$ cat src/rtl/ff_ce_gen.sv
// Programmable clock-enable strobe generator for ff_dffre register banks.
// Emits 1-cycle CE strobes every DIV+1 clocks (free-run or NPULSE-limited), with a CLR on every start.
module ff_ce_gen #(
  parameter int DIV_W = 8,
  parameter int CNT_W = 8
) (
  input  logic             CLK,
  input  logic             RESET_N,
  input  logic             START,
  input  logic             STOP,
  input  logic [DIV_W-1:0] DIV,
  input  logic             ONESHOT,
  input  logic [CNT_W-1:0] NPULSE,
  output logic             CE,
  output logic             CLR,
  output logic             BUSY,
  output logic             DONE
);

  typedef enum logic {IDLE, RUN} state_t;

  localparam logic [DIV_W-1:0] DIV_ONE = {{(DIV_W-1){1'b0}}, 1'b1};
  localparam logic [CNT_W-1:0] CNT_ONE = {{(CNT_W-1){1'b0}}, 1'b1};

  state_t           state, state_nxt;
  logic [DIV_W-1:0] cnt, cnt_nxt;
  logic [DIV_W-1:0] div_q, div_nxt;
  logic             oneshot_q, oneshot_nxt;
  logic [CNT_W-1:0] left, left_nxt;
  logic             ce_nxt, clr_nxt, done_nxt;
  logic             start_run, start_empty;
  logic [DIV_W-1:0] first_cnt;

  assign start_run   = START && !STOP && (!ONESHOT || (NPULSE != '0));
  assign start_empty = START && !STOP && ONESHOT && (NPULSE == '0);
  // The START edge itself counts as the first edge of the first period.
  assign first_cnt   = (DIV == '0) ? '0 : (DIV - DIV_ONE);

  always_comb begin
    state_nxt   = state;
    cnt_nxt     = cnt;
    div_nxt     = div_q;
    oneshot_nxt = oneshot_q;
    left_nxt    = left;
    ce_nxt      = 1'b0;
    clr_nxt     = 1'b0;
    done_nxt    = 1'b0;
    case (state)
      IDLE: begin
        if (start_run) begin
          div_nxt     = DIV;
          oneshot_nxt = ONESHOT;
          left_nxt    = NPULSE;
          cnt_nxt     = first_cnt;
          clr_nxt     = 1'b1;
          state_nxt   = RUN;
        end else if (start_empty) begin
          done_nxt = 1'b1;
        end
      end
      RUN: begin
        if (STOP) begin
          state_nxt = IDLE;
        end else if (start_run) begin
          div_nxt     = DIV;
          oneshot_nxt = ONESHOT;
          left_nxt    = NPULSE;
          cnt_nxt     = first_cnt;
          clr_nxt     = 1'b1;
        end else if (start_empty) begin
          div_nxt     = DIV;
          oneshot_nxt = ONESHOT;
          left_nxt    = NPULSE;
          done_nxt    = 1'b1;
          state_nxt   = IDLE;
        end else if (oneshot_q && (left == '0)) begin
          // Last strobe went out on the previous edge; close the run now.
          done_nxt  = 1'b1;
          state_nxt = IDLE;
        end else if (cnt == '0) begin
          ce_nxt  = 1'b1;
          cnt_nxt = div_q;
          if (oneshot_q) left_nxt = left - CNT_ONE;
        end else begin
          cnt_nxt = cnt - DIV_ONE;
        end
      end
      default: state_nxt = IDLE;
    endcase
  end

  always_ff @(posedge CLK or negedge RESET_N) begin
    if (!RESET_N) begin
      state     <= IDLE;
      cnt       <= '0;
      div_q     <= '0;
      oneshot_q <= 1'b0;
      left      <= '0;
      CE        <= 1'b0;
      CLR       <= 1'b0;
      BUSY      <= 1'b0;
      DONE      <= 1'b0;
    end else begin
      state     <= state_nxt;
      cnt       <= cnt_nxt;
      div_q     <= div_nxt;
      oneshot_q <= oneshot_nxt;
      left      <= left_nxt;
      CE        <= ce_nxt;
      CLR       <= clr_nxt;
      BUSY      <= (state_nxt == RUN);
      DONE      <= done_nxt;
    end
  end

endmodule
$ cat config.mk
export PLATFORM = sky130hd
export DESIGN_NAME = ff_ce_gen
export DESIGN_NICKNAME = d
export VERILOG_FILES = /design/src/rtl/ff_ce_gen.sv
export SDC_FILE = /design/constraint.sdc
export NUM_CORES = 1
export LEC_CHECK = 0
export BUFFER_PORTS_ARGS = -buffer_cell sky130_fd_sc_hd__buf_4
export CORE_MARGIN = 5
export CORE_UTILIZATION = 61
export DETAILED_ROUTE_END_ITERATION = 16
export PLACE_DENSITY = 0.85
export SLEW_MARGIN = 20
export SYNTH_ARGS = -nofsm -noshare
export SYNTH_HDL_FRONTEND = slang
export SYNTH_SLANG_ARGS = --single-unit
$ cat constraint.sdc
create_clock -name CLK -period 5.6 [get_ports CLK]
set_input_delay 0.56 -clock CLK [delete_from_list [all_inputs] [get_ports CLK]]
set_output_delay 0.56 -clock CLK [all_outputs]
set_load 0.05 [all_outputs]
==> impl_metrics.tcl <==
set metrics [dict create \
    status "finished, final reports clean" \
    cp_data_required_time_ns 5.85 \
    finalInstanceArea_mm2 0.00207 \
    finalHoldViolCount 0 \
    synth-edff-count 0 \
    first_global_vias 1588 \
    antennaDiodeCount 0 \
    dr.pass1.iters 4 \
    route.met3.wl_um 249 \
    initial_core_util_pct 61.7 \
    drc_errors 0 \
    avgSynthCellArea_um2 9.62 \
    coreArea_mm2 0.00298 \
    clock.fmax_mhz 412 \
    wl_per_cell_um 18.5 \
    row_count 20 \
    synthFlopType "dfrtp_1" \
    hp-class "input port to asynchronous set/reset pin" \
    setup_violations 0 \
    whs_ns 0.130 \
    yosys_warnings 0 \
    grt_overflow 0 \
    fin_cells 247 \
    slew_headroom_pct 55.0 \
    finalPower_uw 561 \
    fin_skew_ns 0.0124 \
    final_cell_mix "29 x dfrtp_1, 24 x buf_4, 19 x nor2_1" \
    nets 241 \
    ys_ff_latch 29 \
    r2r_start "cnt[1]$_DFFE_PN0P_" \
    worstSkewPairLatency_ns 0.34 \
    antenna_found_initial 0 \
    cp_max_fo 16 \
    p_leak_nw 0.890 \
    async_flop_share_pct 100 \
    powerDensity_mw_per_mm2 270 \
    ys_types 50 \
    maxSlewViolCount 0 \
    drt-initial-drc-count 130 \
    fin_crit_ns 2.43 \
    routed_wl_um 4570 \
    cts_root_buffer "clkbuf_4" \
    numCtsBuffers 5 \
    rsz0062_at_grt "no" \
    dp_hpwl_um 3390 \
    startpoint_type "flip-flop" \
    vdd_drop_max_mv 0.195 \
    rrSetupSlack_ns 3.17 \
    area_growth_pct 12.9 \
    die_h_um 64.9 \
    post-route-util_pct 69.6 \
    syn_inst 191 \
    synth_area_mm2 0.00184 \
    final_common_cell "dfrtp_1" \
    numPortBuffers 24 \
    place.gp.congestion 0.994 \
    clk_pin_slew_ns 0.10 \
    wl_met2_um 2390 \
    routed_via_density 6.57 \
    max-cap-violations 0 \
    die_x_um 64.9 \
    fin_crit_sh_pct 43.3 \
    dpl.cell_count 240 \
    place_area_mm2 0.00202 \
    drt-met1-wl_um 1850 \
    detailroute.via_count 1622 \
    die_area_mm2 0.00421 \
    ys_seq_area_share_pct 39.5 \
    cts_buffer_depth 2 \
    ant_nets 0 \
    tritoncts "built" \
    tightest_slew_ns 0.673 \
    nFillCells 238 \
    grtUsageTotal_pct 23.9 \
    hold_buffers 0 \
    tns_ns 0 \
    cts_resized 0 \
    top_layer "met4" \
    cts_setup_buffers 0 \
    syn_nets 218 \
    seq_area_um2 726 \
    io-pin-count 25 \
    dpl_worst_slack_ns 3.10 \
    grt_max_degree 30 \
    grt_pass1_wl_um 7510 \
    cts_max_level 2 \
    multi_input_area_mm2 0.00103 \
    cp-startpoint "cnt[1]$_DFFE_PN0P_" \
    cp-end-kind "flip-flop" \
    cts_sinks 29 \
    r2r_end "left[0]$_DFFE_PN0P_" \
    setup_ws_ns 3.17 \
    critical_path_class "flip-flop to flip-flop" \
    arrival_ns 2.68 \
    drive_above_1_share_pct 21.5 \
    r2r_cells 7 \
]
[how the worst max path moves through the flow]
stage          slack (ns)             endpoint
2_1_floorplan        3.53  left[4]$_DFFE_PN0P_
3_3_place_gp         3.20  left[6]$_DFFE_PN0P_
3_5_place_dp         3.10  left[6]$_DFFE_PN0P_
4_1_cts              3.20  left[0]$_DFFE_PN0P_
5_1_grt              3.05  left[0]$_DFFE_PN0P_
6_report             3.17  left[0]$_DFFE_PN0P_
[sequential cells by signal (all words and copies together) (netlist names)]
register / cells
DONE: 1
oneshot_q: 1
state: 1
cnt: 8
div_q: 8
CLR: 1
left: 8
CE: 1
[synth_stat cells (2+ instances only)]
| cell type | count | area [um^2] |
|---|---|---|
| buf_2 | 4 | 20.0 |
| xor2_1 | 3 | 26.3 |
| xnor2_1 | 5 | 43.8 |
| a21oi_1 | 14 | 70.1 |
| o221ai_1 | 3 | 26.3 |
| inv_1 | 10 | 37.5 |
| o22ai_1 | 4 | 25.0 |
| nor4_1 | 5 | 31.3 |
| nand2_1 | 7 | 26.3 |
| or3_1 | 2 | 12.5 |
| clkbuf_1 | 2 | 7.51 |
| a31oi_1 | 3 | 18.8 |
| nor2_1 | 19 | 71.3 |
| and4b_1 | 2 | 20.0 |
| mux2i_1 | 3 | 30.0 |
| nor3_1 | 6 | 30.0 |
| ha_1 | 6 | 75.1 |
| o22a_1 | 7 | 61.3 |
| o21a_1 | 3 | 22.5 |
| dfrtp_1 | 29 | 726 |
| o21ai_1 | 2 | 10.0 |
| o21ai_0 | 9 | 45.0 |
| and4_1 | 2 | 17.5 |
| nand2b_1 | 4 | 25.0 |
| nor3b_1 | 3 | 22.5 |
| mux2_2 | 10 | 113 |
[logic make-up after synthesis]
kind of cell               count (synthesis)  share of synthesized area, %
muxes                                     13                          7.77
and+or+nand+nor                           58                          17.5
buffers and inverters                     19                          4.43
DFF                                       29                          39.5
xor gates and xnor gates                   8                          3.81
AOI/OAI and AO/OA                         58                          22.9
adders and majority gates                  6                          4.09
[power breakdown]
part           switching [mW]  internal [mW]  total (mW)
combinational          0.0819         0.0682       0.150
sequential             0.0348          0.242       0.277
clock                  0.0747         0.0592       0.134
total                   0.191          0.369       0.561
[area by class of cell]
type / instances / area share [%]
clock buffers: 7 / 2.66
inverters: 11 / 1.99
multi-input cells: 143 / 49.7
flip-flops and latches: 29 / 35.0
well taps: 33 / 1.99
repair buffers: 24 / 8.69
[per-layer routing]
layer	global-route usage (%)	vias up
met3	7.97	7
li1	-	758
met2	41.4	57
met1	27.2	800
met4	8.71	0
met5	0	-
[critical path: stages, from the launching register on]
cell     delay (ns)
dfrtp_1        0.42
inv_1          0.11
ha_1           0.14
or4b_1         0.64
nor3_4         0.26
a41oi_4        0.27
or3_1          0.42
o21ai_0        0.10
(Power assumes the default switching activity.)
